`src/rtl/alu_issue.sv`:
```
// alu_issue: RV64I decode/issue stage feeding the integer ALU through a 2-entry skid buffer.
// Define ALU_ISSUE_WORD_OPS_EN to also decode OP-32 / OP-IMM-32 word operations.
module alu_issue #(
    parameter int XLEN = 64
) (
    input  logic            clk,
    input  logic            reset,
    input  logic            instr_valid_i,
    output logic            instr_ready_o,
    input  logic [31:0]     instr_i,
    input  logic [XLEN-1:0] pc_i,
    output logic [4:0]      rs1_addr_o,
    output logic [4:0]      rs2_addr_o,
    input  logic [XLEN-1:0] rs1_data_i,
    input  logic [XLEN-1:0] rs2_data_i,
    input  logic            flush_i,
    output logic            ex_valid_o,
    input  logic            ex_ready_i,
    output logic [XLEN-1:0] opr_a_o,
    output logic [XLEN-1:0] opr_b_o,
    output logic [3:0]      op_sel_o,
    output logic [4:0]      rd_addr_o,
    output logic            rd_wen_o,
    output logic            illegal_o,
    output logic            word_op_o
);

    localparam logic [3:0] OP_ADD  = 4'd0;
    localparam logic [3:0] OP_SUB  = 4'd1;
    localparam logic [3:0] OP_SLL  = 4'd2;
    localparam logic [3:0] OP_SRL  = 4'd3;
    localparam logic [3:0] OP_SRA  = 4'd4;
    localparam logic [3:0] OP_OR   = 4'd5;
    localparam logic [3:0] OP_AND  = 4'd6;
    localparam logic [3:0] OP_XOR  = 4'd7;
    localparam logic [3:0] OP_SLTU = 4'd8;
    localparam logic [3:0] OP_SLT  = 4'd9;

    localparam logic [6:0] OPC_OP     = 7'b0110011;
    localparam logic [6:0] OPC_OP_IMM = 7'b0010011;
    localparam logic [6:0] OPC_LUI    = 7'b0110111;
    localparam logic [6:0] OPC_AUIPC  = 7'b0010111;
`ifdef ALU_ISSUE_WORD_OPS_EN
    localparam logic [6:0] OPC_OP_32     = 7'b0111011;
    localparam logic [6:0] OPC_OP_IMM_32 = 7'b0011011;
`endif

    typedef struct packed {
        logic [XLEN-1:0] opr_a;
        logic [XLEN-1:0] opr_b;
        logic [3:0]      op_sel;
        logic [4:0]      rd_addr;
        logic            rd_wen;
        logic            illegal;
        logic            word_op;
    } payload_t;

    logic [6:0]      opcode;
    logic [2:0]      funct3;
    logic [6:0]      funct7;
    logic [5:0]      funct6;
    logic [4:0]      rd;
    logic [XLEN-1:0] imm_i;
    logic [XLEN-1:0] imm_u;
    logic [XLEN-1:0] shamt6;
    logic            legal;
    payload_t        dec;

    assign opcode = instr_i[6:0];
    assign funct3 = instr_i[14:12];
    assign funct7 = instr_i[31:25];
    assign funct6 = instr_i[31:26];
    assign rd     = instr_i[11:7];
    assign imm_i  = {{(XLEN-12){instr_i[31]}}, instr_i[31:20]};
    assign imm_u  = {{(XLEN-32){instr_i[31]}}, instr_i[31:12], 12'h000};
    assign shamt6 = {{(XLEN-6){1'b0}}, instr_i[25:20]};

    assign rs1_addr_o = instr_i[19:15];
    assign rs2_addr_o = instr_i[24:20];

    // NOTE: every signal written here gets a default first so no path leaves it unassigned (no latch).
    always_comb begin
        dec   = '0;
        legal = 1'b1;
        case (opcode)
            OPC_OP: begin
                dec.opr_a = rs1_data_i;
                dec.opr_b = rs2_data_i;
                case ({funct7, funct3})
                    10'b0000000_000: dec.op_sel = OP_ADD;
                    10'b0000000_001: dec.op_sel = OP_SLL;
                    10'b0000000_010: dec.op_sel = OP_SLT;
                    10'b0000000_011: dec.op_sel = OP_SLTU;
                    10'b0000000_100: dec.op_sel = OP_XOR;
                    10'b0000000_101: dec.op_sel = OP_SRL;
                    10'b0000000_110: dec.op_sel = OP_OR;
                    10'b0000000_111: dec.op_sel = OP_AND;
                    10'b0100000_000: dec.op_sel = OP_SUB;
                    10'b0100000_101: dec.op_sel = OP_SRA;
                    default:         legal = 1'b0;
                endcase
            end
            OPC_OP_IMM: begin
                dec.opr_a = rs1_data_i;
                dec.opr_b = imm_i;
                case (funct3)
                    3'b000: dec.op_sel = OP_ADD;
                    3'b010: dec.op_sel = OP_SLT;
                    3'b011: dec.op_sel = OP_SLTU;
                    3'b100: dec.op_sel = OP_XOR;
                    3'b110: dec.op_sel = OP_OR;
                    3'b111: dec.op_sel = OP_AND;
                    3'b001: begin
                        dec.opr_b  = shamt6;
                        dec.op_sel = OP_SLL;
                        legal      = (funct6 == 6'b000000);
                    end
                    default: begin
                        dec.opr_b = shamt6;
                        if (funct6 == 6'b000000)      dec.op_sel = OP_SRL;
                        else if (funct6 == 6'b010000) dec.op_sel = OP_SRA;
                        else                          legal = 1'b0;
                    end
                endcase
            end
            OPC_LUI: begin
                dec.opr_b = imm_u;
            end
            OPC_AUIPC: begin
                dec.opr_a = pc_i;
                dec.opr_b = imm_u;
            end
`ifdef ALU_ISSUE_WORD_OPS_EN
            OPC_OP_32: begin
                dec.opr_a   = rs1_data_i;
                dec.opr_b   = rs2_data_i;
                dec.word_op = 1'b1;
                case ({funct7, funct3})
                    10'b0000000_000: dec.op_sel = OP_ADD;
                    10'b0000000_001: dec.op_sel = OP_SLL;
                    10'b0000000_101: dec.op_sel = OP_SRL;
                    10'b0100000_000: dec.op_sel = OP_SUB;
                    10'b0100000_101: dec.op_sel = OP_SRA;
                    default:         legal = 1'b0;
                endcase
            end
            OPC_OP_IMM_32: begin
                dec.opr_a   = rs1_data_i;
                dec.word_op = 1'b1;
                // Word shifts take a 5-bit shamt; instr[25] set falls out as a bad funct7.
                dec.opr_b   = {{(XLEN-5){1'b0}}, instr_i[24:20]};
                case ({funct7, funct3})
                    10'b0000000_001: dec.op_sel = OP_SLL;
                    10'b0000000_101: dec.op_sel = OP_SRL;
                    10'b0100000_101: dec.op_sel = OP_SRA;
                    default: begin
                        if (funct3 == 3'b000) dec.opr_b = imm_i;
                        else                  legal = 1'b0;
                    end
                endcase
            end
`endif
            default: legal = 1'b0;
        endcase

        dec.rd_addr = rd;
        dec.rd_wen  = legal && (rd != 5'd0);
        dec.illegal = !legal;
        if (!legal) begin
            dec.opr_a   = '0;
            dec.opr_b   = '0;
            dec.op_sel  = OP_ADD;
            dec.word_op = 1'b0;
        end
    end

    payload_t main_q, skid_q, main_n, skid_n;
    logic     main_v, skid_v, main_v_n, skid_v_n;
    logic     ready_q;
    logic     accept;

    assign accept = instr_valid_i && ready_q && !flush_i;

    // Skid only fills while main is stalled, so main is never empty while skid holds data.
    always_comb begin
        main_n   = main_q;
        skid_n   = skid_q;
        main_v_n = main_v;
        skid_v_n = skid_v;
        if (flush_i) begin
            main_v_n = 1'b0;
            skid_v_n = 1'b0;
        end else if (!main_v || ex_ready_i) begin
            if (skid_v) begin
                main_n   = skid_q;
                main_v_n = 1'b1;
                skid_v_n = 1'b0;
            end else if (accept) begin
                main_n   = dec;
                main_v_n = 1'b1;
            end else begin
                main_v_n = 1'b0;
            end
        end else if (accept) begin
            skid_n   = dec;
            skid_v_n = 1'b1;
        end
    end

    // NOTE: payload registers are reset too, so every ex output reads 0 straight out of reset.
    always_ff @(posedge clk or posedge reset) begin
        if (reset) begin
            main_q  <= '0;
            skid_q  <= '0;
            main_v  <= 1'b0;
            skid_v  <= 1'b0;
            ready_q <= 1'b1;
        end else begin
            main_q  <= main_n;
            skid_q  <= skid_n;
            main_v  <= main_v_n;
            skid_v  <= skid_v_n;
            ready_q <= !skid_v_n;
        end
    end

    assign instr_ready_o = ready_q;
    assign ex_valid_o    = main_v;
    assign opr_a_o       = main_q.opr_a;
    assign opr_b_o       = main_q.opr_b;
    assign op_sel_o      = main_q.op_sel;
    assign rd_addr_o     = main_q.rd_addr;
    assign rd_wen_o      = main_q.rd_wen;
    assign illegal_o     = main_q.illegal;
    assign word_op_o     = main_q.word_op;

endmodule

```
`config.mk`:
```
export PLATFORM = sky130hd
export DESIGN_NAME = alu_issue
export DESIGN_NICKNAME = d
export VERILOG_FILES = /design/src/rtl/alu_issue.sv
export SDC_FILE = /design/constraint.sdc
export NUM_CORES = 1
export LEC_CHECK = 0
export CAP_MARGIN = 20
export CELL_PAD_IN_SITES_DETAIL_PLACEMENT = 1
export CELL_PAD_IN_SITES_GLOBAL_PLACEMENT = 1
export CORE_MARGIN = 4
export CORE_UTILIZATION = 32
export DETAILED_ROUTE_END_ITERATION = 8
export PLACE_DENSITY_LB_ADDON = 0.1
export SLEW_MARGIN = 20
export SYNTH_ARGS = -nofsm -noshare
export SYNTH_HDL_FRONTEND = slang
export SYNTH_SLANG_ARGS = --single-unit
export TNS_END_PERCENT = 30
```
`constraint.sdc`:
```
create_clock -name clk -period 8.9 [get_ports clk]
set_input_delay 1.335 -clock clk [delete_from_list [all_inputs] [get_ports clk]]
set_output_delay 1.335 -clock clk [all_outputs]
set_load 0.03 [all_outputs]
```
### Word level (Yosys, flattened, before mapping)

Index checks and enable logic that the tools add are counted.

| cells by class | value |
|---|---|
| equality and inequality tests | 20 |
| mux-type cells | 23 |
| bitwise operators | 2 |
| reduce and logical (&&, ||, !) cells | 20 |

Operator list:

| operator | count |
|---|---|
| $mux 140 | 2 |
| $pmux 64 s3 | 1 |
| $mux 132 | 1 |
| $pmux 64 s2 | 1 |
| $mux 64 | 1 |
| $eq 10x3->1 const B | 4 |
| $pmux 4 s9 | 1 |
| $pmux 4 s7 | 1 |
| $eq 10x2->1 const B | 2 |
| $eq 10x9->1 const B | 2 |
| $eq 7x5->1 const B | 2 |
| $eq 7x6->1 const B | 2 |
| $eq 10x1->1 const B | 1 |
| $logic_not 10->1 | 1 |
| $mux 1 | 10 |
| $reduce_or 10->1 | 1 |
| $eq 3x3->1 const B | 3 |
| $pmux 4 s2 | 1 |
| $eq 3x2->1 const B | 2 |
| $eq 6x5->1 const B | 1 |
| $logic_not 6->1 | 1 |
| $reduce_and 3->1 | 2 |
| $reduce_or 6->1 | 1 |
| $reduce_bool 5->1 | 1 |
| other kinds (12) | 20 |

| storage, ports and cells | value |
|---|---|
| flip-flop bits (word level) | 282 |
| input port bits | 229 |
| output and inout bits | 152 |
| word-level logic and storage cells | 81 |

### Longest topological paths before layout

Gate-level depths: netlist of the first run.

| logic depth | value |
|---|---|
| depth in word-level cells | 8 |
| gate-level depth with buffers | 9 |
| depth with buffers taken out | 5 |

### Worst setup path before layout of the first run

Ideal clock, no wire load.

| timing | value |
|---|---|
| path type | input -> register |
| from | in instr_i[3] |
| to | reg main_q, in the netlist rd_wen_o |
| setup time | 0.104 ns |
| data arrival time | 2.902 ns |
| data required time | 8.796 ns |
| path slack | 5.895 ns |
| stages | 7 |
| buffers on the path | 2 |
| path through | nand3b_1 -> nor4_4 -> and3_1 -> buf_2 -> nor3_2 -> buf_2 -> o41ai_2 |

| on the way | value |
|---|---|
| longest elaborated chain between the ends | 6 |
| elaborated cells between the ends (all ways) | 9 |
| classes of those cells | eq/ne: 4; mux: 3; reduce/logical: 2 |

RTL lines:

| element | line | text |
|---|---|---|
| from (decl) | 10 | `input logic [31:0] instr_i,` |
| $eq 7x5->1 or $eq 7x6->1 (tied branches) | 85 | `case (opcode)` |
| $reduce_or 2->1 (no source line) | - |  |
| $pmux 1 s3 * | 85 |  |
| $logic_and 1x1->1 * | 167 | `dec.rd_wen = legal && (rd != 5'd0);` |
| $mux 140 * | 198 | `end else if (accept) begin` |
| $mux 140 * | 194 | `if (skid_v) begin` |
| to (signal assigned) | 219 | `main_q <= main_n;` |
| to (decl) | 177 | `payload_t main_q, skid_q, main_n, skid_n;` |

Mark *: on every way between the ends. The rest lies on a longest branch, timed or not. The select of a mux whose other input is x is not followed.
A chain may end at the register's enable or synchronous reset.

### Worst setup path in the final report of the first run

| timing | value |
|---|---|
| from | in instr_i[5] |
| to | reg main_q, in the netlist opr_a_o[14] |

| on the way | value |
|---|---|
| longest elaborated chain between the ends | 6 |
| elaborated cells between the ends (all ways) | 11 |
| classes of those cells | eq/ne: 4; mux: 5; reduce/logical: 2 |

RTL lines:

| element | line | text |
|---|---|---|
| $eq 7x5->1 or $eq 7x6->1 (tied branches) | 85 |  |
| $reduce_or 2->1 (no source line) | - |  |
| $pmux 1 s3 or $pmux 64 s2 (tied branches) | 85 |  |
| $mux 132 * | 169 | `if (!legal) begin` |
| $mux 140 * | 198 |  |
| $mux 140 * | 194 |  |

Marked as above.

==> metrics.md, run 1 <==
| Metric | Value |
|---|---|
| Clock Skew | 0.0185 ns |
| # IOs | 381 |
| Library cell with the highest instance count after synthesis | dfrtp_1 |
| Yosys warns | 0 |
| Commonest cells in the synthesized netlist | dfrtp_1 (280), a21oi_1 (176), nand2_1 (157) |
| DP Cell Count | 2112 |
| FF-to-FF Start | skid_v |
| CP required | 9.30 ns |
| Final Instance Count excl. Fillers | 2172 |
| Share of the synthesized area in the top cell type | 54.6% |
| DR iter-0 viols | 510 |
| Fin. Hold Viols | 0 |
| Dpl ws | 4.20 ns |
| # rows | 73 |
| R2R depth | 5 |
| PwrDens | 176 nW/um2 |
| GR Overflow Total | 0 |
| Root Driver | clkbuf_16 |
| DR pass1 iterations | 4 |
| Port Buffers | 379 |
| Via density | 5.36 |
| Min cycle time layout | 4.22 ns |
| Synth Instances | 1334 |
| Fmax | 237 MHz |
| CP Max Fanout | 52 |
| Leak Pwr | 0.00748 uW |
| Slew Viols, Final | 0 |
| Chip height | 208 um |
| Setup ws final | 4.68 ns |
| Max_slew headroom | 32.6% |
| Post-CTS Resized | 0 |
| Vias in the first global route | 12300 |
| Clock Tree Buf Depth | 3 |
| Routed Antenna Nets | 0 |
| Worst Setup SP | instr_i[5] |
| Area added between synthesis and finish | 39.9% |
| Largest net degree at the start of global routing | 155 |
| Initial Util | 32.3% |
| Mapped Area | 12800 um2 |
| Wire per inst | 22.3 um |
| Post-synth EDFFs | 0 |
| Synth unique cells | 46 |
| Die Footprint | 43400 um2 |
| Cell Area, Placed | 16900 um2 |
| Synth Register Bits | 281 |
| DR DRC count | 0 |
| Run status | completed |
| Post-route cell area | 18000 um2 |
| Number of hold buffers added after cts | 0 |
| Hold Crit Class | flop to flop |
| Max-cap viol count | 0 |
| Unrepaired setup endpoints after global routing | false |
| Clock Latency Late Sink | 0.52 ns |
| Critical path arrival | 4.63 ns |
| Mean Syn Cell Area | 9.62 um2 |
| Setup TNS | 0 ns |
| Final setup vio count | 0 |
| Ys flop type | dfrtp_1 |
| Overall routed net length | 48300 um |
| First-pass GRT wire length | 75700 um |
| Htree depth | 2 |
| Synth top area cells | dfrtp_1 (55%), a21oi_1 (6.9%), o31ai_1 (5.4%) |
| CTS Sinks | 281 |
| Routed vias | 11600 |
| Clock Pin Slew Worst Setup and Hold Paths | 0.06 ns |
| CTS Buf Count | 35 |
| RR Endpoint | opr_b_o[32] |
| Crit. End Element | flop |
| Postcts setup bufs | 0 |
| Syn_nets | 1563 |
| Crit path to | opr_a_o[14] |
| Die X | 208 um |
| Fin crit share | 47.4% |
| Seq/Total Area, Yosys | 54.8% |
| CORE AREA | 39700 um2 |
| # nets final | 1853 |
| Layout cells sized above 1 | 5.60% |
| Critical path type | input port to flop |
| FFs w/ async S/R, synth | 100% |
| Gp weighted congestion | 0.739 |
| Initial antenna violation count | 8 |
| Maximum vdd ir drop | 118 uV |
| Least-Margin Pin Slew | 1.01 ns |
| R2r setup slk | 5.67 ns |
| Total Routing Usage GR | 21.7% |
| Startpoint Class | input port |
| CTS tree | yes |
| Cell taking the most area after synthesis | dfrtp_1 |
| Detailed placement HPWL | 30400 um |
==> where the power goes <==
group | internal, uW | switching (uW) | total, uW | leakage (uW)
Sequential | 1320 | 26.9 | 1350 | 0.00382
Combinational | 196 | 241 | 437 | 0.00313
Clock | 830 | 547 | 1380 | 0.000540
==> state kept, by name (all words and copies together), names as in the netlist <==
name and cells:
instr_ready_o 1, opr_a_o 64, rd_addr_o 5, illegal_o 1, opr_b_o 64, op_sel_o 4, rd_wen_o 1, ex_valid_o 1
skid_q 139, skid_v 1
==> cells in the final DEF (no fill, tap or decap), drive strengths merged, types with 22 or more instances in the layout <==
cell and n:
o22ai 41, clkdlybuf4s50 379, buf 22, nand2 157
o31ai 92, and3 98, o21ai 142, nor2 46
a21oi 176, dfrtp 280, clkbuf 49, a22oi 65
==> critical path, cell delays in order <==
cell             delay (ns)
clkdlybuf4s50_1        1.03
inv_2                  0.32
nor4_4                 0.37
and3_1                 0.40
nor3_4                 0.07
buf_4                  0.28
buf_4                  0.40
o31ai_1                0.33
==> cell type report <==
cell class	instances	area [um2]
clock buffer	49	1030
sequential	281	7040
multi-input combinational	900	5170
clock inverter	7	62.6
timing repair buffer	401	3970
antenna	4	10.0
tap	525	657
fill	4432	21800
inverter	5	22.5
==> through the flow <==
step	hold slack [ns]	util [%]	total power, uW
final	0.472	45.2	3160
after global routing	0.504	45.2	3290
after CTS	0.479	45.2	3210
after detailed placement	0.467	42.4	1810
after global placement	0.453	42.4	1810
after floorplan	0.441	-	1570
==> routing by layer <==
| layer | part of all wire (%) | wire, um | GRT usage (%) |
|---|---|---|---|
| met1 | 42 | 20400 | 28.1 |
| met5 | 0.099 | 48 | 0 |
| met3 | 6.3 | 3030 | 5.84 |
| met2 | 50 | 24200 | 37.0 |
| met4 | 1.4 | 674 | 3.90 |
==> worst min path at each step <==
stage,from,to,slack (ns),cells after the start
2_1_floorplan,skid_q[10],skid_q[10],0.44,2
3_5_place_dp,skid_q[7],skid_q[7],0.47,2
3_3_place_gp,skid_q[10],skid_q[10],0.45,2
5_1_grt,opr_a_o[59],opr_a_o[59],0.50,2
6_report,skid_q[10],skid_q[10],0.47,2
4_1_cts,skid_q[92],skid_q[92],0.48,2
==> logic make-up after synthesis <==
group | synth area share [%]
muxes | 0.946
and+or+nand+nor | 12.4
AOI/OAI and AO/OA | 26.2
buffers and inverters | 5.56
other | 0.0292
xor gates and xnor gates | 0.0682
DFF | 54.8
Power figures use the tool's default switching activity.
==> inputs of run 2 (changes only) <==
--- a/config.mk
+++ b/config.mk
@@ -9,7 +9,7 @@
 export CELL_PAD_IN_SITES_DETAIL_PLACEMENT = 1
 export CELL_PAD_IN_SITES_GLOBAL_PLACEMENT = 1
 export CORE_MARGIN = 4
-export CORE_UTILIZATION = 32
+export CORE_UTILIZATION = 36
 export DETAILED_ROUTE_END_ITERATION = 8
 export PLACE_DENSITY_LB_ADDON = 0.1
 export SLEW_MARGIN = 20
==> constraint.sdc (replaced) <==
create_clock -name clk -period 4.31 [get_ports clk]
set_input_delay 0.6465 -clock clk [delete_from_list [all_inputs] [get_ports clk]]
set_output_delay 0.6465 -clock clk [all_outputs]
set_load 0.03 [all_outputs]
==> metrics.md, run 2 (synthesis gave the netlist of run 1 again) <==
| Metric | Value |
|---|---|
| Clock Pin Slew Worst Setup and Hold Paths | 0.05 ns (was 0.06 ns) |
| Number of cells on the worst hold path | 2 (unchanged) |
| Least-Margin Pin Slew | 0.859 ns (was 1.01 ns) |
| Routed vias | 11800 (was 11600) |
| Critical path type | input port to flop (unchanged) |
| Slowest-stage cell, CP | clkdlybuf4s50_1 (unchanged) |
| Via density | 5.56 (was 5.36) |
| Most common cell after layout, fill and taps aside | clkdlybuf4s50_1 (unchanged) |
| First-pass GRT wire length | 73100 um (was 75700 um) |
| GR Overflow Total | 0 (unchanged) |
| Startpoint Class | input port (unchanged) |
| Port Buffers | 379 (unchanged) |
| CP required | 4.67 ns (was 9.30 ns) |
| Largest net degree at the start of global routing | 146 (was 155) |
| Initial antenna violation count | 9 (was 8) |
| Final setup vio count | 0 (unchanged) |
| Initial Util | 36.8% (was 32.3%) |
| PwrDens | 361 nW/um2 (was 176 nW/um2) |
| Total power | 6510 uW (was 3160 uW) |
| Wire per inst | 22.3 um (about the same) |
| # rows | 68 (was 73) |
| Fin. Hold Viols | 0 (unchanged) |
| Die X | 197 um (was 208 um) |
| Clock Skew | 0.00761 ns (was 0.0185 ns) |
| Largest register FFs | 139 (unchanged) |
| Unrepaired setup endpoints after global routing | false (unchanged) |
| Gp weighted congestion | 0.765 (was 0.739) |
| Hold Crit Class | flop to flop (unchanged) |
| Maximum vdd ir drop | 286 uV (was 118 uV) |
| Core Util, Final | 51.7% (was 45.2%) |
| CP peak stage delay | 0.76 ns (was 1.03 ns) |
| Critical path arrival | 3.16 ns (was 4.63 ns) |
| Fill cells | 3896 (was 4432) |
| Largest register by flop count | skid_q (unchanged) |
| Run status | completed (unchanged) |
| Slew Viols, Final | 0 (unchanged) |
| Area added between synthesis and finish | 40.4% (was 39.9%) |
| Max_slew headroom | 42.7% (was 32.6%) |
| Die Footprint | 38700 um2 (was 43400 um2) |
| CP top delay family | buffers and inverters (unchanged) |
| Max-cap viol count | 0 (unchanged) |
| CTS tree | yes (unchanged) |
| FF-to-FF Start | skid_v (unchanged) |
| Chip height | 197 um (was 208 um) |
| Hold EP | skid_q[138] (was skid_q[10]) |
| Setup TNS | 0 ns (unchanged) |
| Routed Antenna Nets | 0 (unchanged) |
| Layout cells sized above 1 | 6.05% (was 5.60%) |
| WP buf/inv | 2 (was 4) |
| RR Endpoint | opr_a_o[43] (was opr_b_o[32]) |
| Total Routing Usage GR | 23.3% (was 21.7%) |
| R2r setup slk | 1.69 ns (was 5.67 ns) |
| # IOs | 381 (unchanged) |
| CP Max Fanout | 18 (was 52) |
| DR pass1 iterations | 6 (was 4) |
| Detailed placement HPWL | 29900 um (was 30400 um) |
| DR iter-0 viols | 614 (was 510) |
| Area of the multi-input gates | 5170 um2 (unchanged) |
| Root Driver | clkbuf_16 (unchanged) |
| Register area | 7040 um2 (unchanged) |
| Htree depth | 2 (unchanged) |
| Number of hold buffers added after cts | 0 (unchanged) |
| Most frequent cells in the layout | clkdlybuf4s50_1 (379), dfrtp_1 (279), a21oi_1 (176) (unchanged) |
| Post-CTS Resized | 0 (unchanged) |
| Worst-path cell chain | clkdlybuf4s50_1, nand2b_1, and2_1, o211a_1, buf_4, a21oi_1, o22ai_1 (was clkdlybuf4s50_1, inv_2, nor4_4, and3_1, nor3_4, buf_4, buf_4, o31ai_1) |
| CTS Sinks | 281 (unchanged) |
| DR DRC count | 0 (unchanged) |
| R2R depth | 4 (was 5) |
| Critical hold path startpoint | skid_q[138] (was skid_q[10]) |
| Overall routed net length | 47200 um (was 48300 um) |
| Clock Tree Buf Depth | 3 (unchanged) |
| Clock Latency Late Sink | 0.50 ns (was 0.52 ns) |
| CTS Buf Count | 34 (was 35) |
| Vias in the first global route | 12600 (was 12300) |
| Leak Pwr | 0.00756 uW (was 0.00748 uW) |
| CORE AREA | 34900 um2 (was 39700 um2) |
| # nets final | 1859 (was 1853) |
| Crit. End Element | flop (unchanged) |
| Fmax | 357 MHz |
| Min cycle time layout | 2.80 ns |
| Fin crit share | 64.9% |
| Postcts setup bufs | 0 (unchanged) |
run 2: changes by cell type in the layout (fill, tap and decap cells not counted):
cell and change:
clkbuf_1 +3, clkinv_2 +1, buf_12 +7, clkbuf_8 +1, bufinv_16 -1, diode_2 +5
run 2: per-layer routing:
metal | GRT usage [%] | share of wire, % | vias to the layer above
met5 | 0 | 0.034 | -
met4 | 6.81 | 2.5 | 2
met3 | 5.20 | 6.2 | 65
met2 | 39.1 | 49 | 301
met1 | 30.6 | 42 | 5944
li1 | - | - | 5462
run 2: worst min-delay path, delay by kind of cell, from the launching register on:
family             cells  cell delay [ns]
AOI/OAI and AO/OA      1             0.06
DFF                    1             0.33
and+or+nand+nor        1             0.05
run 2: worst max-delay path by stage:
stage	startpoint	end	slack, ns	cells past startpoint
after global placement	instr_i[12]	opr_b_o[33]	1.10	7
after floorplan	reset	ex_valid_o	-0.06	1
after detailed placement	instr_i[12]	opr_b_o[50]	1.02	7
after global routing	instr_i[12]	opr_b_o[50]	1.36	7
after CTS	instr_i[12]	opr_b_o[50]	1.53	7
final	instr_i[12]	opr_b_o[50]	1.51	7
run 2: metrics by stage:
stage / instance area (um2) / instances / worst slack [ns] / hold slack, ns
2_1_floorplan: 12800 / 1334 / -0.0570 / 0.441
3_3_place_gp: 16900 / 2049 / 1.10 / 0.457
3_5_place_dp: 16900 / 2049 / 1.02 / 0.463
4_1_cts: 18000 / 2109 / 1.53 / 0.478
5_1_grt: 18000 / 2117 / 1.36 / 0.492
6_report: 18000 / 2118 / 1.51 / 0.473
run 2: area by class of cell:
cell class              instances  area share, %
multi-input cells             900           28.7
clock inverters                 7          0.208
inverters                       5          0.125
repair buffers                408           22.8
well taps                     455           3.16
flip-flops and latches        281           39.0
clock buffers                  53           5.86
diodes                          9          0.125
run 2: report_power, final:
part,internal (uW),switching [uW],leakage (uW),total [uW]
Clock,1680,1120,0.000541,2800
Sequential,2730,54.3,0.00382,2780
Combinational,414,506,0.00320,920
==> inputs of run 3 (changes only) <==
--- a/config.mk
+++ b/config.mk
@@ -9,7 +9,7 @@
 export CELL_PAD_IN_SITES_DETAIL_PLACEMENT = 1
 export CELL_PAD_IN_SITES_GLOBAL_PLACEMENT = 1
 export CORE_MARGIN = 4
-export CORE_UTILIZATION = 36
+export CORE_UTILIZATION = 32
 export DETAILED_ROUTE_END_ITERATION = 8
 export PLACE_DENSITY_LB_ADDON = 0.1
 export SLEW_MARGIN = 20
==> constraint.sdc (replaced) <==
create_clock -name clk -period 2.5 [get_ports clk]
set_input_delay 0.375 -clock clk [delete_from_list [all_inputs] [get_ports clk]]
set_output_delay 0.375 -clock clk [all_outputs]
set_load 0.03 [all_outputs]
==> metrics.md, run 3 (synthesis gave the netlist of run 1 again) <==
| Metric | Value |
|---|---|
| CP required | 2.12 ns (was 4.67 ns) |
| R2r setup slk | 0.45 ns (was 1.69 ns) |
| Hold_ws | 0.179 ns (was 0.473 ns) |
| Initial antenna violation count | 5 (was 9) |
| GRT busiest layer | met2 (unchanged) |
| Crit. End Element | output port (was flop) |
| CP top delay family | buffers and inverters (unchanged) |
| Total power | 11500 uW (was 6510 uW) |
| DR iter-0 viols | 571 (was 614) |
| # nets final | 1911 (was 1859) |
| DR pass1 iterations | 5 (was 6) |
| Met1 usage | 28.8% (was 30.6%) |
| Final setup vio count | 0 (unchanged) |
| CP peak stage delay | 0.71 ns (was 0.76 ns) |
| Clock Latency Late Sink | 0.51 ns (was 0.50 ns) |
| Max_slew headroom | 44.6% (was 42.7%) |
| RR Endpoint | opr_b_o[7] (was opr_a_o[43]) |
| Root Driver | clkbuf_16 (unchanged) |
| Detailed placement HPWL | 33100 um (was 29900 um) |
| CTS tree | yes (unchanged) |
| Clock Skew | 0.0118 ns (was 0.00761 ns) |
| Grt met3 use | 4.96% (was 5.20%) |
| DP Cell Count | 2170 (was 2049) |
| Fin crit share | 84.9% |
| Core Util, Final | 46.9% (was 51.7%) |
| Critical path type | flop to output port (was input port to flop) |
| CP Depth | 1 (was 7) |
| Min cycle time layout | 2.12 ns |
| Met2 GRT Util | 37.3% (was 39.1%) |
| WP buf/inv | 1 (was 2) |
| Chip height | 208 um (was 197 um) |
| Worst-path cell chain | clkdlybuf4s50_1 (was clkdlybuf4s50_1, nand2b_1, and2_1, o211a_1, buf_4, a21oi_1, o22ai_1) |
| Leak Pwr | 0.00786 uW (was 0.00756 uW) |
| Htree depth | 2 (unchanged) |
| DR DRC count | 0 (unchanged) |
| Most common cell after layout, fill and taps aside | clkdlybuf4s50_1 (unchanged) |
| Final Instance Count excl. Fillers | 2235 (was 2118) |
| Area added between synthesis and finish | 45.1% (was 40.4%) |
| Fin. Hold Viols | 0 (unchanged) |
| Routed Antenna Nets | 0 (unchanged) |
| Die Footprint | 43400 um2 (was 38700 um2) |
| GR Overflow Total | 0 (unchanged) |
| First-pass GRT wire length | 76700 um (was 73100 um) |
| Largest register FFs | 139 (unchanged) |
| Die X | 208 um (was 197 um) |
| Wire per inst | 21.9 um (was 22.3 um) |
| Slowest-stage cell, CP | clkdlybuf4s50_1 (unchanged) |
| Clock Tree Buf Depth | 3 (unchanged) |
| CORE AREA | 39700 um2 (was 34900 um2) |
| # IOs | 381 (unchanged) |
| Layout cells sized above 1 | 8.96% (was 6.05%) |
| Unrepaired setup endpoints after global routing | false (unchanged) |
| Fmax | 471 MHz |
| Clock Pin Slew Worst Setup and Hold Paths | 0.06 ns (was 0.05 ns) |
| # rows | 73 (was 68) |
| Most frequent cells in the layout | clkdlybuf4s50_1 (379), dfrtp_1 (279), a21oi_1 (176) (unchanged) |
| Routed vias | 11900 (was 11800) |
| Max-cap viol count | 0 (unchanged) |
| Critical path arrival | 1.75 ns (was 3.16 ns) |
| R2R depth | 6 (was 4) |
| Run status | completed (unchanged) |
| Post-CTS Resized | 0 (unchanged) |
| Total Routing Usage GR | 21.8% (was 23.3%) |
| Least-Margin Pin Slew | 0.831 ns (was 0.859 ns) |
| Hold Crit Class | input port to asynchronous set/reset pin (was flop to flop) |
| Vias in the first global route | 12600 (about the same) |
| Number of hold buffers added after cts | 0 (unchanged) |
| Via density | 5.34 (was 5.56) |
| Startpoint Class | flop (was input port) |
| FF-to-FF Start | instr_ready_o (was skid_v) |
| Initial Util | 32.3% (was 36.8%) |
| CTS Buf Count | 35 (was 34) |
| Port Buffers | 379 (unchanged) |
| Largest register by flop count | skid_q (unchanged) |
| Slew Viols, Final | 0 (unchanged) |
| CTS Sinks | 281 (unchanged) |
| Largest net degree at the start of global routing | 96 (was 146) |
| Gp weighted congestion | 0.786 (was 0.765) |
| Postcts setup bufs | 0 (unchanged) |
| Maximum vdd ir drop | 494 uV (was 286 uV) |
| CP Max Fanout | 3 (was 18) |
| Overall routed net length | 48900 um (was 47200 um) |
| PwrDens | 616 nW/um2 (was 361 nW/um2) |
-- run 3: changes by cell type in the layout (fill, tap and decap cells not counted), sizes merged --
cell / change
buf: +51
diode: -7
clkinv: -3
inv: +4
bufinv: +2
-- run 3: metal layers --
layer | wire length, um | up-vias
met5 | 39 | -
met4 | 784 | 6
met3 | 2820 | 63
met2 | 24400 | 282
met1 | 20900 | 6026
li1 | - | 5564
-- run 3: where the power goes --
part | leakage, uW | switching (uW) | internal (uW) | total [uW]
clock | 0.000559 | 1990 | 3050 | 5040
sequential | 0.00382 | 91.3 | 4710 | 4800
combinational | 0.00348 | 886 | 755 | 1640
-- run 3: cell type report --
class	instances	area (um2)
antenna	2	5.00
inverter	5	22.5
multi-input combinational	900	5170
tap	525	657
sequential	281	7040
clock buffer	53	1020
clock inverter	10	118
fill	4457	21100
timing repair buffer	459	4590
-- run 3: how the worst max path moves through the flow --
stage | start | end | slack, ns
6_report | instr_ready_o | instr_ready_o | 0.38
4_1_cts | instr_ready_o | instr_ready_o | 0.34
3_3_place_gp | instr_i[3] | opr_a_o[3] | -0.01
5_1_grt | instr_i[26] | skid_q[65] | 0.27
3_5_place_dp | instr_i[26] | skid_q[68] | -0.09
2_1_floorplan | reset | ex_valid_o | -1.60
-- run 3: per-stage QoR --
step	area, um2	setup TNS (ns)	setup slack (ns)
2_1_floorplan	12800	-447.34	-1.60
3_5_place_dp	17500	-3.77	-0.0943
6_report	18600	0	0.377
5_1_grt	18600	0	0.271
4_1_cts	18600	0	0.337
3_3_place_gp	17500	-0.0523	-0.0109
